`src/rtl/systolic_array_ctrl_if.sv`:
```
// Host, array and consumer signals of the systolic array job sequencer.
// Latency: none, wiring only.
// Backpressure: in_ready throttles loads; out_ready throttles result rows.
interface systolic_array_ctrl_if #(
  parameter int N_SIZE    = 5,
  parameter int DATAWIDTH = 16
);
  logic                                      in_valid;
  logic                                      in_ready;
  logic signed [N_SIZE-1:0][DATAWIDTH-1:0]   in_a_row;
  logic signed [N_SIZE-1:0][DATAWIDTH-1:0]   in_b_row;
  logic                                      sa_valid_in;
  logic signed [N_SIZE-1:0][DATAWIDTH-1:0]   sa_a_row;
  logic signed [N_SIZE-1:0][DATAWIDTH-1:0]   sa_b_row;
  logic                                      sa_valid_out;
  logic signed [N_SIZE-1:0][2*DATAWIDTH-1:0] sa_c_row;
  logic                                      out_valid;
  logic                                      out_ready;
  logic signed [N_SIZE-1:0][2*DATAWIDTH-1:0] out_c_row;
  logic                                      out_last;
  logic                                      busy;
  logic                                      job_done;
  logic                                      timeout_err;
  logic [15:0]                               job_count;

  // Environment side: host, array and result consumer.
  modport master (
    output in_valid, in_a_row, in_b_row, sa_valid_out, sa_c_row, out_ready,
    input  in_ready, sa_valid_in, sa_a_row, sa_b_row, out_valid, out_c_row,
           out_last, busy, job_done, timeout_err, job_count
  );

  // Controller side.
  modport slave (
    input  in_valid, in_a_row, in_b_row, sa_valid_out, sa_c_row, out_ready,
    output in_ready, sa_valid_in, sa_a_row, sa_b_row, out_valid, out_c_row,
           out_last, busy, job_done, timeout_err, job_count
  );
endinterface

```
`src/rtl/systolic_array_ctrl.sv`:
```
// Job sequencer: buffers one job, feeds the array, collects and drains result rows.
// Latency: last load handshake -> first fed row 1 cycle; last captured row -> out_valid 1 cycle.
// Backpressure: in_ready only while loading; a result row holds on out_c_row until out_ready.
module systolic_array_ctrl #(
  parameter int N_SIZE         = 5,
  parameter int DATAWIDTH      = 16,
  parameter int TIMEOUT_CYCLES = 4 * N_SIZE
) (
  input logic                  clk,
  input logic                  rst_n,
  systolic_array_ctrl_if.slave io
);
  localparam int CW = (N_SIZE > 1) ? $clog2(N_SIZE) : 1;
  localparam int WW = $clog2(TIMEOUT_CYCLES + 1);
  localparam logic [CW-1:0] LAST_IDX  = CW'(N_SIZE - 1);
  localparam logic [WW-1:0] WDOG_LAST = WW'(TIMEOUT_CYCLES - 1);

  typedef logic signed [N_SIZE-1:0][DATAWIDTH-1:0]   ab_row_t;
  typedef logic signed [N_SIZE-1:0][2*DATAWIDTH-1:0] c_row_t;
  typedef enum logic [2:0] {S_LOAD, S_FEED, S_WAIT, S_COLLECT, S_DRAIN} state_t;

  state_t        state_q, state_d;
  logic [CW-1:0] load_cnt, feed_cnt, cap_cnt, drain_cnt, feed_nxt;
  logic [WW-1:0] wdog;
  logic [15:0]   job_count_q;
  logic          sa_vld_q;
  ab_row_t       sa_a_q, sa_b_q;
  ab_row_t       a_buf [N_SIZE];
  ab_row_t       b_buf [N_SIZE];
  c_row_t        c_buf [N_SIZE];

  logic collecting, load_hs, load_last, feed_last, capture, cap_last;
  logic wdog_expire, drain_hs, drain_last;

  assign collecting  = (state_q == S_WAIT) || (state_q == S_COLLECT);
  assign load_hs     = (state_q == S_LOAD) && io.in_valid;
  assign load_last   = load_hs && (load_cnt == LAST_IDX);
  assign feed_last   = (state_q == S_FEED) && (feed_cnt == LAST_IDX);
  assign feed_nxt    = feed_cnt + CW'(1);
  // Array output is only trusted while a job is outstanding.
  assign capture     = collecting && io.sa_valid_out;
  assign cap_last    = capture && (cap_cnt == LAST_IDX);
  // The final capture beats a watchdog expiring on the same cycle.
  assign wdog_expire = collecting && (wdog == WDOG_LAST) && !cap_last;
  assign drain_hs    = (state_q == S_DRAIN) && io.out_ready;
  assign drain_last  = drain_hs && (drain_cnt == LAST_IDX);

  assign io.sa_valid_in = sa_vld_q;
  assign io.sa_a_row    = sa_a_q;
  assign io.sa_b_row    = sa_b_q;
  assign io.job_count   = job_count_q;

  // State register.
  always_ff @(posedge clk or negedge rst_n) begin
    if (!rst_n) state_q <= S_LOAD;
    else        state_q <= state_d;
  end

  // Next state plus handshake and status outputs decoded from the current state.
  always_comb begin
    state_d        = state_q;
    io.in_ready    = 1'b0;
    io.busy        = 1'b1;
    io.out_valid   = 1'b0;
    io.out_last    = 1'b0;
    io.out_c_row   = '0;
    io.job_done    = 1'b0;
    io.timeout_err = 1'b0;
    unique case (state_q)
      S_LOAD: begin
        io.in_ready = 1'b1;
        io.busy     = 1'b0;
        if (load_last) state_d = S_FEED;
      end
      S_FEED: begin
        if (feed_last) state_d = S_WAIT;
      end
      S_WAIT, S_COLLECT: begin
        if (cap_last) begin
          state_d = S_DRAIN;
        end else if (wdog_expire) begin
          io.timeout_err = 1'b1;
          state_d        = S_LOAD;
        end else if (capture) begin
          state_d = S_COLLECT;
        end
      end
      S_DRAIN: begin
        io.out_valid = 1'b1;
        io.out_c_row = c_buf[drain_cnt];
        io.out_last  = (drain_cnt == LAST_IDX);
        if (drain_last) begin
          io.job_done = 1'b1;
          state_d     = S_LOAD;
        end
      end
      default: state_d = S_LOAD;
    endcase
  end

  // Counters, watchdog, registered feed outputs and the completed-job counter.
  always_ff @(posedge clk or negedge rst_n) begin
    if (!rst_n) begin
      load_cnt    <= '0;
      feed_cnt    <= '0;
      cap_cnt     <= '0;
      drain_cnt   <= '0;
      wdog        <= '0;
      job_count_q <= '0;
      sa_vld_q    <= 1'b0;
      sa_a_q      <= '0;
      sa_b_q      <= '0;
    end else begin
      if (load_hs) load_cnt <= load_last ? '0 : load_cnt + CW'(1);
      // Row 0 leaves on the cycle after the final load; with one row it is the incoming one.
      if (load_last) begin
        sa_vld_q <= 1'b1;
        sa_a_q   <= (N_SIZE == 1) ? io.in_a_row : a_buf[0];
        sa_b_q   <= (N_SIZE == 1) ? io.in_b_row : b_buf[0];
        feed_cnt <= '0;
      end
      if (state_q == S_FEED) begin
        if (feed_last) begin
          sa_vld_q <= 1'b0;
          sa_a_q   <= '0;
          sa_b_q   <= '0;
          wdog     <= '0;
          cap_cnt  <= '0;
        end else begin
          feed_cnt <= feed_nxt;
          sa_a_q   <= a_buf[feed_nxt];
          sa_b_q   <= b_buf[feed_nxt];
        end
      end
      if (collecting) begin
        wdog <= wdog + WW'(1);
        if (capture) cap_cnt <= cap_last ? '0 : cap_cnt + CW'(1);
      end
      if (drain_hs)   drain_cnt   <= drain_last ? '0 : drain_cnt + CW'(1);
      if (drain_last) job_count_q <= job_count_q + 16'd1;
    end
  end

  // Row buffers carry no reset; every entry is written before it is read.
  always_ff @(posedge clk) begin
    if (load_hs) begin
      a_buf[load_cnt] <= io.in_a_row;
      b_buf[load_cnt] <= io.in_b_row;
    end
    if (capture) c_buf[cap_cnt] <= io.sa_c_row;
  end
endmodule

```
`src/flat_wrapper.sv`:
```
// flat-port wrapper written by rule: the top's interface ports become plain ports
module systolic_array_ctrl_flat 
#(
  parameter int N_SIZE         = 5,
  parameter int DATAWIDTH      = 16,
  parameter int TIMEOUT_CYCLES = 4 * N_SIZE
)
  (clk, rst_n, io_in_valid, io_in_a_row, io_in_b_row, io_sa_valid_out, io_sa_c_row, io_out_ready, io_in_ready, io_sa_valid_in, io_sa_a_row, io_sa_b_row, io_out_valid, io_out_c_row, io_out_last, io_busy, io_job_done, io_timeout_err, io_job_count);
  systolic_array_ctrl_if #(.N_SIZE(N_SIZE), .DATAWIDTH(DATAWIDTH)) io_i ();
  input logic clk;
  input logic rst_n;
  input wire logic [$bits(io_i.in_valid)-1:0] io_in_valid;
  input wire logic [$bits(io_i.in_a_row)-1:0] io_in_a_row;
  input wire logic [$bits(io_i.in_b_row)-1:0] io_in_b_row;
  input wire logic [$bits(io_i.sa_valid_out)-1:0] io_sa_valid_out;
  input wire logic [$bits(io_i.sa_c_row)-1:0] io_sa_c_row;
  input wire logic [$bits(io_i.out_ready)-1:0] io_out_ready;
  output wire logic [$bits(io_i.in_ready)-1:0] io_in_ready;
  output wire logic [$bits(io_i.sa_valid_in)-1:0] io_sa_valid_in;
  output wire logic [$bits(io_i.sa_a_row)-1:0] io_sa_a_row;
  output wire logic [$bits(io_i.sa_b_row)-1:0] io_sa_b_row;
  output wire logic [$bits(io_i.out_valid)-1:0] io_out_valid;
  output wire logic [$bits(io_i.out_c_row)-1:0] io_out_c_row;
  output wire logic [$bits(io_i.out_last)-1:0] io_out_last;
  output wire logic [$bits(io_i.busy)-1:0] io_busy;
  output wire logic [$bits(io_i.job_done)-1:0] io_job_done;
  output wire logic [$bits(io_i.timeout_err)-1:0] io_timeout_err;
  output wire logic [$bits(io_i.job_count)-1:0] io_job_count;
  assign io_i.in_valid = io_in_valid;
  assign io_i.in_a_row = io_in_a_row;
  assign io_i.in_b_row = io_in_b_row;
  assign io_i.sa_valid_out = io_sa_valid_out;
  assign io_i.sa_c_row = io_sa_c_row;
  assign io_i.out_ready = io_out_ready;
  assign io_in_ready = io_i.in_ready;
  assign io_sa_valid_in = io_i.sa_valid_in;
  assign io_sa_a_row = io_i.sa_a_row;
  assign io_sa_b_row = io_i.sa_b_row;
  assign io_out_valid = io_i.out_valid;
  assign io_out_c_row = io_i.out_c_row;
  assign io_out_last = io_i.out_last;
  assign io_busy = io_i.busy;
  assign io_job_done = io_i.job_done;
  assign io_timeout_err = io_i.timeout_err;
  assign io_job_count = io_i.job_count;
  systolic_array_ctrl #(.N_SIZE(N_SIZE), .DATAWIDTH(DATAWIDTH), .TIMEOUT_CYCLES(TIMEOUT_CYCLES)) u_core (.clk(clk), .rst_n(rst_n), .io(io_i));
endmodule
```
`config.mk`:
```
export PLATFORM = sky130hd
export DESIGN_NAME = systolic_array_ctrl_flat
export DESIGN_NICKNAME = d
export VERILOG_FILES = /design/src/rtl/systolic_array_ctrl_if.sv /design/src/rtl/systolic_array_ctrl.sv /design/src/flat_wrapper.sv
export SDC_FILE = /design/constraint.sdc
export NUM_CORES = 2
export LEC_CHECK = 0
export BUFFER_PORTS_ARGS = -buffer_cell sky130_fd_sc_hd__buf_2
export CORE_UTILIZATION = 55
export CTS_BUF_LIST = sky130_fd_sc_hd__clkbuf_8
export DETAILED_ROUTE_END_ITERATION = 16
export MAX_ROUTING_LAYER = met4
export PLACE_DENSITY = 0.78
export REMOVE_ABC_BUFFERS = 1
export SLEW_MARGIN = 20
export SYNTH_ARGS = -nofsm -noshare
export SYNTH_HDL_FRONTEND = slang
export SYNTH_SLANG_ARGS = --single-unit
```
`constraint.sdc`:
```
create_clock -name clk -period 18.2 [get_ports clk]
set_clock_uncertainty 0.1 [all_clocks]
set_input_delay 3.64 -clock clk [delete_from_list [all_inputs] [get_ports clk]]
set_output_delay 3.64 -clock clk [all_outputs]
set_load 0.01 [all_outputs]
```
==> flow_summary.toml <==
[synth]
syn_area_per_cell_um2 = 19.7
ys_async_sr_fraction_pct = 11.0
ys_types = 47
postSynthRegisterBits = 1797
ys_warn_count = 0
synth_area_um2 = 67700
ys_seq_area_share_pct = 78.3
netlist_instances = 3443
ys.flop_type = "edfxtp_1"
synth_edf_count = 1600

[place]
preCtsSetupSlack_ns = 9.99
port_buffers = 667
gp_congestion = 0.804
place_inst = 5579
hpwl_um = 94500
placed_area_um2 = 72800

[timing]
rsz0062_at_grt = "false"
timing_hold_violations_final = 0
post-route-min-period_ns = 8.44
setup_violations = 0
maxSlewHeadroom_pct = 19.2
worstMarginPinSlew_ns = 1.21
period_share_pct = 46.4
fmaxAchievable_ghz = 0.118
slew_violations = 0
fin_tns_setup_ns = 0
fin_ws_ns = 9.76

[worst_setup_path]
critPathTopFamily = "buffers and inverters"
worst-path-buf-inv = 3
critPathMostFrequentCell = "buf_4"
path_cells = "buf_4, buf_4, mux4_2, mux2i_1, nor2_1, buf_2"
path_class = "flop to output port"
end_kind = "output port"
arrival_ns = 4.70
cp_slowest_cell = "dfrtp_4"
required_ns = 14.46
critPathLaunchType = "flop"
worst-path-max-fanout = 61
critPathMaxStageDelay_ns = 0.94

[detailed_routing]
viasPerCell = 5.95
drt_wl_total_um = 165000
wl_per_cell_um = 26.6
num_vias = 36800
route.detailed.drc = 0
drt_iter0_drc = 3545
antenna_left = 0
drt_pre_antenna_iters = 6

[floorplan]
ioPinCount = 668
die_w_um = 353
coreArea_um2 = 122000
num_rows = 128
start_util_pct = 55.5
dieArea_um2 = 124000
die_h_um = 353

[run]
cap_violations = 0

[pwr]
vdd_ir_drop_max_uv = 145
p_per_area_nw_per_um2 = 147
p_leak_nw = 26.9

[grt]
grt_pass1_wl_um = 239000
antenna_found_initial = 93
grt_max_degree = 150
grt.total_usage_pct = 27.0
grt_pass1_vias = 37200
grt-ovfl-total = 0

[clocking]
cts_buffers = 299
clk_latency_ns = 1.00
cts_tree = "yes"
cts_resized = 0
clockBufferDepth = 4
clkTransAtPathRegs_ns = 0.06
cts_sinks = 1797
postCtsSetupBuffers = 0
htreeDepth = 5
cts-root-buf = "clkbuf_8"
hold_buffers = 0

[layout]
fin_nets = 4590
final_cells = 6184
synthToLayoutAreaGrowth_pct = 16.1
drive_gt1_share_pct = 32.2
finalInstanceArea_um2 = 78600

[outcome]
status = "finished clean"

[hold_path]
min_path_type = "flop to flop"
area by class of cell:
type | instances | area, um2
Clock inverter | 188 | 1050
Tap cell | 1625 | 2030
Clock buffer | 327 | 4500
Multi-Input combinational cell | 1429 | 13900
Fill cell | 8065 | 43300
Antenna cell | 90 | 225
Inverter | 14 | 52.6
Sequential cell | 1797 | 53000
Timing Repair Buffer | 714 | 3810
through the flow:
step / power [W] / hold WS [ns] / util [%]
after global routing: 0.0120 / 0.419 / 64.5
final: 0.0115 / 0.395 / 64.5
after global placement: 0.00822 / 0.355 / 59.7
after CTS: 0.0116 / 0.399 / 64.3
after detailed placement: 0.00831 / 0.386 / 59.7
after floorplan: 0.00770 / 0.351 / -
cells in the mapped netlist, drive strengths merged (2+ instances only):
| cell type | instances | area share, % |
|---|---|---|
| nor4b | 2 | 0.035 |
| mux2 | 2 | 0.033 |
| nand2 | 22 | 0.12 |
| a21oi | 162 | 1.2 |
| inv | 14 | 0.078 |
| a31oi | 5 | 0.046 |
| xnor2 | 8 | 0.10 |
| o31ai | 2 | 0.022 |
| o21ai | 180 | 1.3 |
| dfrtp | 197 | 7.3 |
| or3b | 4 | 0.052 |
| and4 | 2 | 0.026 |
| nand4 | 7 | 0.065 |
| nand3b | 3 | 0.033 |
| buf | 78 | 0.55 |
| nor4 | 10 | 0.11 |
| nand2b | 2 | 0.018 |
| edfxtp | 1600 | 71 |
| ha | 10 | 0.18 |
| a21o | 2 | 0.022 |
| a22oi | 160 | 1.8 |
| nor3b | 2 | 0.022 |
| nor2 | 330 | 1.8 |
| and3 | 2 | 0.018 |
| xor2 | 7 | 0.091 |
| mux4 | 320 | 11 |
| mux2i | 160 | 2.4 |
| nor3 | 2 | 0.015 |
| nand3 | 13 | 0.096 |
| clkbuf | 125 | 0.69 |
final timing paths:
check                                           startpoint                                 end  slack, ns  cells after the start
max in group asynchronous                            rst_n     u_core.drain_cnt[2]$_DFFE_PN0P_      12.93                      3
min reg2reg                     u_core.wdog[4]$_DFFE_PN0P_          u_core.wdog[4]$_DFFE_PN0P_       0.39                      1
max                        u_core.drain_cnt[1]$_DFFE_PN0P_                    io_out_c_row[62]       9.76                      6
max reg2reg                   u_core.feed_cnt[0]$_DFF_PN0_  u_core.io.sa_a_row[42]$_DFFE_PN0P_      13.48                      7
min in group asynchronous                            rst_n  u_core.io.sa_a_row[42]$_DFFE_PN0P_       2.54                      1
min                             u_core.wdog[4]$_DFFE_PN0P_          u_core.wdog[4]$_DFFE_PN0P_       0.39                      1
kinds of logic (layout without fill, tap and decap cells):
group / count (synthesis) / count (layout) / synth area share (%)
compound gates: 516 / 516 / 4.49
fa+ha+maj: 10 / 10 / 0.185
flops: 1797 / 1797 / 78.3
simple gates: 406 / 406 / 2.51
mux: 482 / 482 / 13.0
other cells: 0 / 90 / 0
buf+inv: 217 / 1243 / 1.32
xor+xnor: 15 / 15 / 0.194
placed cells by master (no fill, tap or decap), types with 7 or more instances in the layout:
master and n:
edfxtp_1 1600, buf_2 666, nor2_1 330, clkbuf_8 327
mux4_2 320, dfrtp_1 193, o21ai_0 179, mux2i_1 160
a22oi_1 160, a21oi_1 160, inv_1 107, diode_2 90
clkinv_1 44, buf_4 38, clkinv_2 31, nand2_1 22
nand3_1 12, bufinv_16 10, ha_1 9, buf_12 9
nor4_2 8, xnor2_1 8, nand4_1 7, xor2_1 7
clkinvlp_4 7
layer usage:
layer  GRT usage (%)  vias to the layer above  part of all wire, %
met5               -                        -                    0
met4            11.4                        0                  3.4
met3            10.4                      309                   11
met2            40.0                     2012                   48
met1            33.3                    18800                   37
li1                -                    15600                    -
state kept, by name (all words and copies together) (netlist names):
name,count
u_core.a_buf,400
u_core.io.sa_a_row,80
u_core.io.job_count,16
u_core.cap_cnt,3
u_core.io.sa_valid_in,1
u_core.c_buf,800
u_core.load_cnt,3
u_core.feed_cnt,3
u_core.wdog,5
u_core.state_q,3
u_core.io.sa_b_row,80
u_core.b_buf,400
u_core.drain_cnt,3
report_power, final:
group	switching (W)	total, W	internal (W)
Clock	0.00154	0.00333	0.00179
Sequential	0.000263	0.00534	0.00508
Combinational	0.00170	0.00287	0.00117
Total	0.00351	0.0115	0.00804
(Power assumes the default switching activity.)
